**config.mk**
```make
export PLATFORM = sky130hd
export DESIGN_NAME = multicycle_control
export DESIGN_NICKNAME = d
export VERILOG_FILES = /design/src/rtl/multicycle_control.sv
export SDC_FILE = /design/constraint.sdc
export NUM_CORES = 1
export LEC_CHECK = 0
export ABC_AREA = 1
export BUFFER_PORTS_ARGS = -buffer_cell sky130_fd_sc_hd__buf_2
export CAP_MARGIN = 10
export CORE_MARGIN = 10
export CORE_UTILIZATION = 46
export CTS_CLUSTER_SIZE = 25
export DETAILED_ROUTE_END_ITERATION = 8
export GPL_TIMING_DRIVEN = 0
export PLACE_DENSITY_LB_ADDON = 0.12
export SLEW_MARGIN = 15
export SYNTH_ARGS = -nofsm -noshare
export SYNTH_HDL_FRONTEND = slang
export SYNTH_SLANG_ARGS = --single-unit
```
**constraint.sdc**
```tcl
create_clock -name clk -period 1.5 [get_ports clk]
set_clock_uncertainty 0.15 [all_clocks]
set_input_delay 0.3 -clock clk [delete_from_list [all_inputs] [get_ports clk]]
set_output_delay 0.3 -clock clk [all_outputs]
set_load 0.02 [all_outputs]
```
**src/rtl/multicycle_control.sv**
```systemverilog
// Main control FSM for the multi-cycle MIPS datapath, with memory ready handshake and retired-instruction counter.
// Optional feature: define MULTICYCLE_ADDI_EN to decode addi (opcode 001000) through ADDIEX/ADDIWB.
module multicycle_control #(
    parameter int unsigned CNT_WIDTH = 16
) (
    input  logic                 clk,
    input  logic                 reset,
    input  logic [5:0]           Op,
    input  logic                 Zero,
    input  logic                 MemReady,
    output logic                 MemRead,
    output logic                 MemWrite,
    output logic                 IRWrite,
    output logic                 RegWrite,
    output logic                 RegDst,
    output logic                 MemtoReg,
    output logic                 IorD,
    output logic                 AluSrcA,
    output logic [1:0]           AluSrcB,
    output logic [1:0]           AluOp,
    output logic [1:0]           PCSrc,
    output logic                 PCEn,
    output logic [3:0]           State,
    output logic                 IllegalOp,
    output logic [CNT_WIDTH-1:0] InstrCount
);

    localparam logic [5:0] OP_LW   = 6'b100011;
    localparam logic [5:0] OP_SW   = 6'b101011;
    localparam logic [5:0] OP_R    = 6'b000000;
    localparam logic [5:0] OP_BEQ  = 6'b000100;
    localparam logic [5:0] OP_J    = 6'b000010;
`ifdef MULTICYCLE_ADDI_EN
    localparam logic [5:0] OP_ADDI = 6'b001000;
`endif

    typedef enum logic [3:0] {
        FETCH   = 4'd0,
        DECODE  = 4'd1,
        MEMADR  = 4'd2,
        MEMRD   = 4'd3,
        MEMWB   = 4'd4,
        MEMWR   = 4'd5,
        RTYPEEX = 4'd6,
        RTYPEWB = 4'd7,
        BEQEX   = 4'd8,
        JEX     = 4'd9,
        ADDIEX  = 4'd10,
        ADDIWB  = 4'd11
    } state_t;

    state_t curState;
    logic   isLoad;     // lw vs sw, captured in DECODE since Op is only valid there
    logic   pcWrite;
    logic   branch;
    logic   retire;
    logic   opLegal;

    assign State = curState;
    assign PCEn  = pcWrite | (branch & Zero);

    // Opcode legality for the DECODE illegal-op pulse
    always_comb begin
        opLegal = 1'b0;
        case (Op)
            OP_LW, OP_SW, OP_R, OP_BEQ, OP_J: opLegal = 1'b1;
`ifdef MULTICYCLE_ADDI_EN
            OP_ADDI:                          opLegal = 1'b1;
`endif
            default:                          opLegal = 1'b0;
        endcase
    end

    // State register, lw/sw flag and retired-instruction counter
    always_ff @(posedge clk or posedge reset) begin
        if (reset) begin
            curState   <= FETCH;
            isLoad     <= 1'b0;
            InstrCount <= '0;
        end else begin
            if (retire) InstrCount <= InstrCount + CNT_WIDTH'(1);
            case (curState)
                FETCH:   if (MemReady) curState <= DECODE;
                DECODE: begin
                    isLoad <= (Op == OP_LW);
                    case (Op)
                        OP_LW, OP_SW: curState <= MEMADR;
                        OP_R:         curState <= RTYPEEX;
                        OP_BEQ:       curState <= BEQEX;
                        OP_J:         curState <= JEX;
`ifdef MULTICYCLE_ADDI_EN
                        OP_ADDI:      curState <= ADDIEX;
`endif
                        default:      curState <= FETCH;
                    endcase
                end
                MEMADR:  curState <= isLoad ? MEMRD : MEMWR;
                MEMRD:   if (MemReady) curState <= MEMWB;
                MEMWR:   if (MemReady) curState <= FETCH;
                RTYPEEX: curState <= RTYPEWB;
`ifdef MULTICYCLE_ADDI_EN
                ADDIEX:  curState <= ADDIWB;
`endif
                default: curState <= FETCH;
            endcase
        end
    end

    // Per-state control decode; unlisted outputs stay 0
    always_comb begin
        MemRead   = 1'b0;
        MemWrite  = 1'b0;
        IRWrite   = 1'b0;
        RegWrite  = 1'b0;
        RegDst    = 1'b0;
        MemtoReg  = 1'b0;
        IorD      = 1'b0;
        AluSrcA   = 1'b0;
        AluSrcB   = 2'b00;
        AluOp     = 2'b00;
        PCSrc     = 2'b00;
        IllegalOp = 1'b0;
        pcWrite   = 1'b0;
        branch    = 1'b0;
        retire    = 1'b0;
        case (curState)
            FETCH: begin
                MemRead = 1'b1;
                AluSrcB = 2'b01;
                IRWrite = MemReady;
                pcWrite = MemReady;
            end
            DECODE: begin
                AluSrcB   = 2'b11;
                IllegalOp = ~opLegal;
            end
            MEMADR: begin
                AluSrcA = 1'b1;
                AluSrcB = 2'b10;
            end
            MEMRD: begin
                MemRead = 1'b1;
                IorD    = 1'b1;
            end
            MEMWB: begin
                RegWrite = 1'b1;
                MemtoReg = 1'b1;
                retire   = 1'b1;
            end
            MEMWR: begin
                MemWrite = 1'b1;
                IorD     = 1'b1;
                retire   = MemReady;
            end
            RTYPEEX: begin
                AluSrcA = 1'b1;
                AluOp   = 2'b10;
            end
            RTYPEWB: begin
                RegWrite = 1'b1;
                RegDst   = 1'b1;
                retire   = 1'b1;
            end
            BEQEX: begin
                AluSrcA = 1'b1;
                AluOp   = 2'b01;
                PCSrc   = 2'b01;
                branch  = 1'b1;
                retire  = 1'b1;
            end
            JEX: begin
                PCSrc   = 2'b10;
                pcWrite = 1'b1;
                retire  = 1'b1;
            end
`ifdef MULTICYCLE_ADDI_EN
            ADDIEX: begin
                AluSrcA = 1'b1;
                AluSrcB = 2'b10;
            end
            ADDIWB: begin
                RegWrite = 1'b1;
                retire   = 1'b1;
            end
`endif
            default: ;
        endcase
    end

endmodule

```
After elaboration in Yosys (flattened, before gate mapping)
Cells that the tools add are included.
{"block": "word_totals", "reg_bits": 21, "out_inout_bits": 36}
{"block": "op_classes", "n_addsub": 1, "n_eq_ne": 16, "muxes": 22, "n_bitwise": 3, "n_reduce_logical": 10}
{"operator": "$pmux W4 S6", "n": 1}
{"operator": "$add A16 B1 Y16 const B", "n": 1}
{"operator": "$eq A4 B3 Y1 const B", "n": 4}
{"operator": "$pmux W4 S4", "n": 1}
{"operator": "$eq A6 B6 Y1 const B", "n": 2}
{"operator": "$mux W4", "n": 3}
{"operator": "$mux W1", "n": 11}
{"operator": "$eq A4 B2 Y1 const B", "n": 2}
{"operator": "$eq A4 B4 Y1 const B", "n": 2}
{"operator": "$pmux W2 S2", "n": 2}
{"operator": "$reduce_or A2 Y1", "n": 4}
{"operator": "$eq A6 B2 Y1 const B", "n": 1}
{"operator": "$eq A6 B3 Y1 const B", "n": 1}
{"operator": "$logic_not A6 Y1", "n": 1}
{"operator": "$ne A2 B2 Y1 const B", "n": 3}
{"operator": "$pmux W2 S3", "n": 1}
{"operator": "$reduce_or A5 Y1", "n": 1}
{"operator": "$eq A4 B1 Y1 const B", "n": 1}
{"operator": "$logic_not A4 Y1", "n": 1}
{"operator": "$pmux W1 S2", "n": 2}
{"operator": "$reduce_or A4 Y1", "n": 1}
{"operator": "$mux W3", "n": 1}
{"operator": "$reduce_and A3 Y1", "n": 1}
{"operator": "$reduce_or A3 Y1", "n": 1}
{"operator": "other kinds (3)", "n": 3}

Depth between registers and ports, before layout
Gate-level depths: netlist of run 1.
{"block": "depth", "word_depth": 5, "ltp_mapped": 8, "depth_no_buf": 8}

Worst setup path after synthesis of run 1
OpenSTA, ideal clock, no wires.
{"block": "synth_path", "kind": "flip-flop to output port", "start": "reg curState[2] (netlist: State[2])", "end": "out IllegalOp", "arrival_time_ns": 1.357, "t_required_ns": 1.050, "setup_slack_ns": -0.307, "stages_incl_launch_ff": 6, "cell_sequence": "dfrtp_1 > nor2_1 > inv_2 > nor2_1 > nand3_1 > nor2_1"}
{"block": "synth_via", "elab_chain_len": 2}
{"item": "from (decl)", "line": "52", "text": "state_t curState;"}
{"item": "from (signal assigned)", "line": "97", "text": "MEMADR: curState <= isLoad ? MEMRD : MEMWR;"}
{"item": "$eq A4 B1 Y1", "line": "126", "text": "case (curState)"}
{"item": "$mux W1", "line": "126"}
{"item": "to (decl)", "line": "24", "text": "output logic IllegalOp,"}
Every way passes these cells.

Worst setup path after layout of run 1
Same ends and word-level chain as after synthesis.

==> out/results.ini, run 1 <==
[drt]
route.vias.total = 1657
remaining_drcs = 0
post_drt_via_cell_ratio = 4.98
routed_wl_um = 4260
route.antenna.remaining_nets = 0
post_route_met1_wirelength_um = 1750
wl_met2_um = 2170
wl_met3_um = 278
top_layer_used = met4
wire_per_inst_um = 12.8
detail_route.iter0.violations = 81
drt_pass1_iterations = 4

[yosys]
synth_top_flop_cell = sky130_fd_sc_hd__dfrtp_1
post_synth.cell_area_avg_um2 = 6.65
synthesis.area_um2 = 1470
synth_nets = 232
postSynthCellCount = 221
synth-async-reset-ratio = 1.00
synth-seq-area-share = 0.357
synth_edf_count = 0
yosysWarnings = 0
synth.ff_latch_count = 21
synthDistinctLibCells = 25

[critical_path]
critical_path.cell_chain = nor2_4 -> inv_2 -> nor2_4 -> nand3_2 -> nor2_4 -> buf_6
cp_slowest_stage_delay_ns = 0.48
critical_path_required_ns = 1.05
cpMaxStageDelayCell = sky130_fd_sc_hd__dfrtp_2
cp-startpoint = State[2]
worst_ep_arrival_time_ns = 1.44
worstPathMaxFanout = 5
crit_end_category = primary output
worst_r2r_startpoint = State[1]
timing.setup.critical_path_class = reg -> out
start_kind = flop
cpMostUsedCell = sky130_fd_sc_hd__nor2_4

[cells_and_area]
fin_nets = 301
drive_above_1_share = 0.419
syn2layout_area_growth_pct = 46.5
layout.cells.most_common = sky130_fd_sc_hd__nand2_1
antenna_cells_inserted = 0
top_library_cells_by_usage_in_the_layout_fill_and_taps_aside = 73 x sky130_fd_sc_hd__nand2_1, 31 x sky130_fd_sc_hd__buf_2, 24 x sky130_fd_sc_hd__nor2_1
fillerInstances = 257

[clock_network]
cts_root_buffer = sky130_fd_sc_hd__clkbuf_4
worst_skew_pair.late_latency_ns = 0.30
max_clock_buf_depth = 2
numCtsBuffers = 3
clock_sinks = 21
post_cts_hold_buffer_count = 0
cts_tree = done
cts.reportedPaths.clkPinSlew_ns = 0.13
cts-htree-levels = 1

[timing]
finalHoldViolations = 21
slew_margin_rel = 0.470
setup_ws_ns = -0.393
final.period_utilization = 1.26
final.min_clock_period_ns = 1.89
achievable-frequency_ghz = 0.528
worstMarginPinSlew_ns = 0.794
timing.hold.ws_ns = -0.0287
setup_viol_count_final = 36
unrepaired_setup_endpoints_after_global_routing = true
final.setup.tns_ns = -8.36
slew_violations = 0

[floorplan]
pin_count = 46
placement_rows = 20
initial_core_util = 0.482
fp.coreArea_um2 = 3050
dieHeight_um = 76.5
chipWidth_um = 76.5
fp.dieArea_um2 = 5860

[global_route]
maximum_number_of_pins_on_one_net_before_global_route_repair = 22
first_global_vias = 1650
antenna_found_initial = 0
grt_pass1_wl_um = 7190
global_route.usage.total = 0.142
globalRouteOverflowTotal = 0

[placed_design]
globalplace.congestion = 0.816
dp.final_hpwl_um = 2970
place.port_buffers = 45

[outcome]
run_status = finished with violations
failed_checks = hold timing, setup timing

[pwr]
pwr_density_cell_nw_per_um2 = 1110
leakage_power_nw = 1.10
max-vdd-ir-drop_mv = 0.956

[run]
drv_cap = 0

[worst_hold_path]
hold_class = in -> async

==> report_power, final <==
| part | internal, mW | leakage [nW] | switching, mW |
|---|---|---|---|
| registers | 0.647 | 0.278 | 0.127 |
| clock network | 0.103 | 0.0150 | 0.170 |
| logic | 0.605 | 0.807 | 0.742 |
==> kinds of logic (layout without fill, tap and decap cells) <==
logic type,Yosys count,after routing,synth area share
adders and majority gates,1,1,0.00851
DFF,21,21,0.357
AOI/OAI and AO/OA,16,16,0.0817
xor gates and xnor gates,4,4,0.0238
buffers and inverters,30,98,0.0894
and+or+nand+nor,149,149,0.439
==> per-stage QoR <==
step / setup slack (ns) / instances / power [mW] / utilization / cell area [um2]
floorplan: -0.0754 / 221 / 1.44 / - / 1510
global placement: -0.215 / 310 / 1.71 / 0.587 / 1790
detailed placement: -0.199 / 310 / 1.72 / 0.587 / 1790
CTS: -0.372 / 330 / 2.32 / 0.688 / 2100
global route: -0.471 / 333 / 2.55 / 0.705 / 2150
finish: -0.393 / 333 / 2.39 / 0.705 / 2150
==> worst paths after layout <==
check,end,slack [ns],cells past startpoint
max reg2reg,InstrCount[5],-0.24,9
min reg2reg,InstrCount[0],0.38,1
min in group clk,isLoad,0.05,2
max,IllegalOp,-0.39,6
min,State[1],-0.03,2
max in group asynchronous,State[3],0.68,2
==> cell type report <==
cell class                 instances  area, um2  share of cell area
multi-input combinational        170        913               0.424
sequential                        21        533               0.248
timing repair buffer              64        487               0.226
inverter                          27        101              0.0471
tap                               44       55.1              0.0256
buffer                             3       37.5              0.0174
clock buffer                       4       26.3              0.0122
==> timing repair <==
action | CTS | global route
gates resized for setup | 49 | 8
pin swaps | 5 | 6
cloned | 2 | 0
setup endpoints to repair | 32 | 36
setup buffers | 14 | 3
==> cell usage after synthesis (all sizes together) (2+ instances only) <==
cell    instances  area, um2
xor2            4       35.0
nand3b          5       37.5
nor3            2       10.0
nor2           35        141
nand3          12       72.6
a21oi           2       10.0
buf             3       30.0
nand2          86        328
o21ai          11       88.8
inv            27        101
dfrtp          21        526
nand4           9       56.3
==> critical path: cells and delay by family (launching register included) <==
kind | cells | cell delay (ns)
simple gates | 4 | 0.46
buf+inv | 2 | 0.19
flops | 1 | 0.48
==> registers in the layout (all words and copies together), names as in the netlist <==
| name | cells |
|---|---|
| isLoad | 1 |
| State | 4 |
| InstrCount | 16 |
==> per-layer routing <==
| layer | global-route usage | vias up |
|---|---|---|
| li1 | - | 838 |
| met1 | 0.152 | 764 |
| met2 | 0.253 | 49 |
| met3 | 0.0472 | 6 |
| met4 | 0.0520 | 0 |
| met5 | 0 | - |
Note: power is estimated with default switching activity, not from simulation.
==> inputs of run 2 (changes only) <==
==> constraint.sdc (replaced) <==
create_clock -name clk -period 1.5 [get_ports clk]
set_clock_uncertainty 0.15 [all_clocks]
set_input_delay 0.15 -clock clk [delete_from_list [all_inputs] [get_ports clk]]
set_output_delay 0.15 -clock clk [all_outputs]
set_load 0.05 [all_outputs]
==> run 2 against run 1 <==
  * Final cell count increased by 3.3%
  * Count of clock-buffer cells in the layout unchanged
  * Worst setup slack improved by 0.0090 ns
  * The flow finishes with violations (setup timing)
  * Highest routed layer unchanged
==> out/results.ini, run 2 (synthesis results as in run 1) <==
[global_route]
antenna_found_initial = 0
globalRouteOverflowTotal = 0
global_route.usage.total = 0.167
grt_pass1_wl_um = 8220
maximum_number_of_pins_on_one_net_before_global_route_repair = 22
first_global_vias = 1684

[floorplan]
placement_rows = 20
pin_count = 46
chipWidth_um = 76.5
dieHeight_um = 76.5
fp.dieArea_um2 = 5860
initial_core_util = 0.482
fp.coreArea_um2 = 3050

[pwr]
power.combinational.fraction = 0.643
portion_of_total_power_attributed_to_sequential_cells = 0.258
power_frac_clock = 0.099
p_sw_frac = 0.513
p_switching_mw = 1.57
max-vdd-ir-drop_mv = 0.935
finalPower_mw = 3.06
pwr_density_cell_nw_per_um2 = 1250
leakage_power_nw = 1.21
intPower_mw = 1.49

[drt]
post_drt_via_cell_ratio = 5.44
remaining_drcs = 0
routed_wl_um = 5690
route.antenna.remaining_nets = 0
detail_route.iter0.violations = 163
route.vias.total = 1873
wire_per_inst_um = 16.5
drt_pass1_iterations = 4

[cells_and_area]
fin_nets = 312
drive_above_1_share = 0.487
top_library_cells_by_usage_in_the_layout_fill_and_taps_aside = 64 x sky130_fd_sc_hd__nand2_1, 26 x sky130_fd_sc_hd__buf_2, 21 x sky130_fd_sc_hd__nor2_1
layout.cells.most_common = sky130_fd_sc_hd__nand2_1
top_register = InstrCount
syn2layout_area_growth_pct = 66.1
layout.cell_area.non_filler_um2 = 2440
antenna_cells_inserted = 0
number_of_flip_flops_in_the_largest_register = 16
fillerInstances = 204

[worst_hold_path]
hold_class = in -> reg

[clock_network]
numCtsBuffers = 3
worst_skew_pair.late_latency_ns = 0.32
max_clock_buf_depth = 2
cts-htree-levels = 1
cts_tree = done
cts_root_buffer = sky130_fd_sc_hd__clkbuf_4
cts.reportedPaths.clkPinSlew_ns = 0.13
clock_sinks = 21

[critical_path]
worstPathMaxFanout = 5
timing.setup.critical_path_class = reg -> out
worst_ep_arrival_time_ns = 1.58
cpMaxStageDelayCell = sky130_fd_sc_hd__dfrtp_2
critical_path.cell_chain = inv_2 -> nand2_2 -> nor2_4 -> nand3_2 -> nor2_4 -> buf_8
cpMostUsedCell = sky130_fd_sc_hd__nor2_4
start_kind = flop
crit_end_category = primary output
critical_path_required_ns = 1.20
cp_slowest_stage_delay_ns = 0.51

[timing]
final.period_utilization = 1.26
timing.hold.ws_ns = 0.0125
final.min_clock_period_ns = 1.88
setup_viol_count_final = 35
slew_margin_rel = 0.449
worstMarginPinSlew_ns = 0.826
slew_violations = 0
final.setup.tns_ns = -8.89
achievable-frequency_ghz = 0.531
unrepaired_setup_endpoints_after_global_routing = true
finalHoldViolations = 0
setup_ws_ns = -0.384

[run]
drv_cap = 0

[placed_design]
globalplace.congestion = 0.821
place_area_um2 = 1820
dp.final_hpwl_um = 3070
place.port_buffers = 45
pre_cts_ws_ns = -0.284

[outcome]
run_status = finished with violations
failed_checks = setup timing

[run 2: worst paths after layout]
| check | slack, ns | endpoint | depth (start not counted) | startpoint |
|---|---|---|---|---|
| min | 0.01 | isLoad | 4 | Op[4] |
| min in group asynchronous | 0.38 | InstrCount[1] | 3 | reset |
| max reg2reg | -0.29 | InstrCount[5] | 8 | State[0] |
| min reg2reg | 0.37 | InstrCount[0] | 1 | InstrCount[0] |
| max in group asynchronous | 0.23 | State[0] | 3 | reset |
| max | -0.38 | IllegalOp | 6 | State[1] |
[run 2: power by group through the flow]
stage	registers (mW)	clock network (mW)	logic [mW]
3_3_place_gp	0.782	0	1.31
6_report	0.791	0.303	1.97
3_5_place_dp	0.781	0	1.32
4_1_cts	0.773	0.300	1.75
2_1_floorplan	1.01	0	0.809
5_1_grt	0.807	0.317	2.06
[run 2: per-stage QoR]
step | std cells | utilization
detailed placement | 310 | 0.597
global route | 344 | 0.800
global placement | 310 | 0.597
CTS | 336 | 0.741
finish | 344 | 0.800
floorplan | 221 | -
[run 2: per-layer routing]
layer | GRT usage | share of wire | vias to the layer above
li1 | - | - | 865
met2 | 0.291 | 0.52 | 109
met5 | 0 | 0 | -
met4 | 0.0428 | 0.039 | 0
met1 | 0.195 | 0.37 | 877
met3 | 0.0460 | 0.077 | 22
[run 2: critical path, delay by kind of cell, from the launching register on]
kind / cells / cell delay (ns)
flip-flops: 1 / 0.51
buffers and inverters: 2 / 0.28
AND/OR/NAND/NOR: 4 / 0.47
[run 2: cell type report]
cell class | count | area [um2] | share of cell area
buffer | 3 | 33.8 | 0.0138
clock buffer | 4 | 26.3 | 0.0108
inverter | 27 | 115 | 0.0471
multi-input combinational | 171 | 1020 | 0.419
sequential | 21 | 536 | 0.219
tap | 44 | 55.1 | 0.0225
timing repair buffer | 74 | 654 | 0.268
[run 2: repair_timing]
action / CTS / global route
pin swaps: 9 / 16
buffers inserted: 16 / 9
gates resized for setup: 65 / 35
endpoints found under the hold margin: 23 / 0
hold buffers: 3 / 0
gates cloned: 3 / 0
endpoints found under the setup margin: 35 / 38
==> inputs of run 3 (changes only) <==
--- a/config.mk
+++ b/config.mk
@@ -9,7 +9,7 @@
 export BUFFER_PORTS_ARGS = -buffer_cell sky130_fd_sc_hd__buf_2
 export CAP_MARGIN = 10
 export CORE_MARGIN = 10
-export CORE_UTILIZATION = 46
+export CORE_UTILIZATION = 51
 export CTS_CLUSTER_SIZE = 25
 export DETAILED_ROUTE_END_ITERATION = 8
 export GPL_TIMING_DRIVEN = 0
==> constraint.sdc (replaced) <==
create_clock -name clk -period 1.9 [get_ports clk]
set_clock_uncertainty 0.15 [all_clocks]
set_input_delay 0.19 -clock clk [delete_from_list [all_inputs] [get_ports clk]]
set_output_delay 0.19 -clock clk [all_outputs]
set_load 0.05 [all_outputs]
==> run 3 against run 2 <==
  * Register-to-register slack better by 0.50 ns
  * First-iteration DRC count is 64% lower
  * Critical path type unchanged
  * Critical path depth stayed put
  * Utilization is 10 points lower
  * Worst setup slack better by 0.39 ns
  * Final cell count is 11% lower
  * Largest cell class unchanged
  * The run now ends clean
  * Combinational power is 42% lower
  * Via count is 15% lower
==> out/results.ini, run 3 (synthesis results as in run 1) <==
[clock_network]
max_clock_buf_depth = 2
worst_skew_pair.late_latency_ns = 0.31
cts.reportedPaths.clkPinSlew_ns = 0.14
clock_sinks = 21
cts-htree-levels = 1
cts_root_buffer = sky130_fd_sc_hd__clkbuf_4
numCtsBuffers = 3
cts_tree = done

[timing]
final.min_clock_period_ns = 1.89
worstMarginPinSlew_ns = 0.789
slew_violations = 0
achievable-frequency_ghz = 0.529
slew_margin_rel = 0.473
final.period_utilization = 0.995
finalHoldViolations = 0
unrepaired_setup_endpoints_after_global_routing = true
setup_ws_ns = 0.0101
setup_viol_count_final = 0

[critical_path]
worstPathMaxFanout = 4
worst_ep_arrival_time_ns = 1.55
timing.setup.critical_path_class = reg -> out
critical_path_required_ns = 1.56
crit_end_category = primary output
start_kind = flop

[global_route]
globalRouteOverflowTotal = 0
grt_use_met2 = 0.259
grtUsageMet1 = 0.163
global_route.usage.total = 0.145
maximum_number_of_pins_on_one_net_before_global_route_repair = 22
grt_pass1_wl_um = 6550
antenna_found_initial = 0
global_route.peak_usage_layer = met2
use_met3 = 0.0323
first_global_vias = 1545

[worst_hold_path]
hold_class = in -> reg

[drt]
wire_per_inst_um = 12.9
detail_route.iter0.violations = 59
remaining_drcs = 0
drt_pass1_iterations = 4
routed_wl_um = 3950
post_drt_via_cell_ratio = 5.19
route.antenna.remaining_nets = 0
route.vias.total = 1594

[floorplan]
placement_rows = 19
fp.dieArea_um2 = 5430
pin_count = 46
dieHeight_um = 73.7
chipWidth_um = 73.7
initial_core_util = 0.533
fp.coreArea_um2 = 2760

[placed_design]
globalplace.congestion = 0.871
pre_cts_ws_ns = 0.0467
place.port_buffers = 45
dp.final_hpwl_um = 3000

[pwr]
finalPower_mw = 1.97
pwr_density_cell_nw_per_um2 = 1030
leakage_power_nw = 1.01
max-vdd-ir-drop_mv = 0.908

[cells_and_area]
antenna_cells_inserted = 0
top_register = InstrCount
drive_above_1_share = 0.326
number_of_flip_flops_in_the_largest_register = 16
layout.cells.most_common = sky130_fd_sc_hd__nand2_1
fin_nets = 288
top_library_cells_by_usage_in_the_layout_fill_and_taps_aside = 83 x sky130_fd_sc_hd__nand2_1, 37 x sky130_fd_sc_hd__buf_2, 23 x sky130_fd_sc_hd__nor2_1
syn2layout_area_growth_pct = 30.5

[run]
drv_cap = 0

[outcome]
run_status = finished, final reports clean

[run 3: cell count changes in the layout (fill, tap and decap cells not counted), moves of 3 or more]
cell                       previous run  this run
sky130_fd_sc_hd__clkbuf_4             4         7
sky130_fd_sc_hd__nand2_1             64        83
sky130_fd_sc_hd__buf_2               26        37
sky130_fd_sc_hd__buf_6               16         4
sky130_fd_sc_hd__buf_4               18         5
sky130_fd_sc_hd__nand2_4              5         0
sky130_fd_sc_hd__nor2_4               8         5
sky130_fd_sc_hd__nand2_2             16         3
sky130_fd_sc_hd__buf_8               11         1
sky130_fd_sc_hd__inv_1               16        22
[run 3: power breakdown]
| group | internal [mW] | total [mW] | switching (mW) |
|---|---|---|---|
| Sequential | 0.506 | 0.604 | 0.0974 |
| Clock | 0.0803 | 0.229 | 0.149 |
| Combinational | 0.334 | 1.14 | 0.805 |
[run 3: worst max-delay path, stage by stage (launching register included)]
cell                      delay [ns]
sky130_fd_sc_hd__dfrtp_2        0.47
sky130_fd_sc_hd__nor2_4         0.17
sky130_fd_sc_hd__inv_2          0.07
sky130_fd_sc_hd__nor2_4         0.16
sky130_fd_sc_hd__nand3_2        0.10
sky130_fd_sc_hd__nor2_4         0.10
sky130_fd_sc_hd__buf_8          0.15
[run 3: cell type report]
class,count,area (um2)
flip-flops and latches,21,531
clock inverters,1,7.51
multi-input cells,170,875
clock buffers,3,22.5
repair buffers,51,313
plain buffers,3,30.0
well taps,31,38.8
fillers,232,840
inverters,27,101
[run 3: repair_timing]
| action | 4_1_cts | 5_1_grt |
|---|---|---|
| pin swaps | 0 | 4 |
| resized for setup | 8 | 19 |
| endpoints found under the setup margin | 7 | 14 |
| hold buffers | 3 | 0 |
| endpoints found under the hold margin | 23 | 0 |
| buffers inserted | 0 | 3 |
[run 3: routing by layer]
layer | vias to the layer above | wire length, um | part of all wire
met5 | - | 0 | 0
met4 | 0 | 94 | 0.024
li1 | 809 | - | -
met2 | 56 | 1960 | 0.50
met1 | 717 | 1580 | 0.40
met3 | 12 | 324 | 0.082
[run 3: stage by stage]
step	area, um2	setup TNS (ns)	std cells	hold WS [ns]	util
CTS	1840	-0.0473	304	0.0253	0.669
global route	1920	-0.162	307	0.0434	0.696
floorplan	1490	-0.0439	221	0.0162	-
finish	1920	0	307	0.0218	0.696
global placement	1760	0	297	0.226	0.637
detailed placement	1760	0	297	0.225	0.637
[run 3: path summary, 6_finish.rpt]
path,start,end,slack [ns],cells past startpoint
max,State[3],IllegalOp,0.01,6
min,Op[4],isLoad,0.02,4
max reg2reg,State[3],InstrCount[5],0.21,8
min reg2reg,isLoad,isLoad,0.41,2
max in group asynchronous,reset,State[0],0.65,3
min in group asynchronous,reset,InstrCount[1],0.39,3
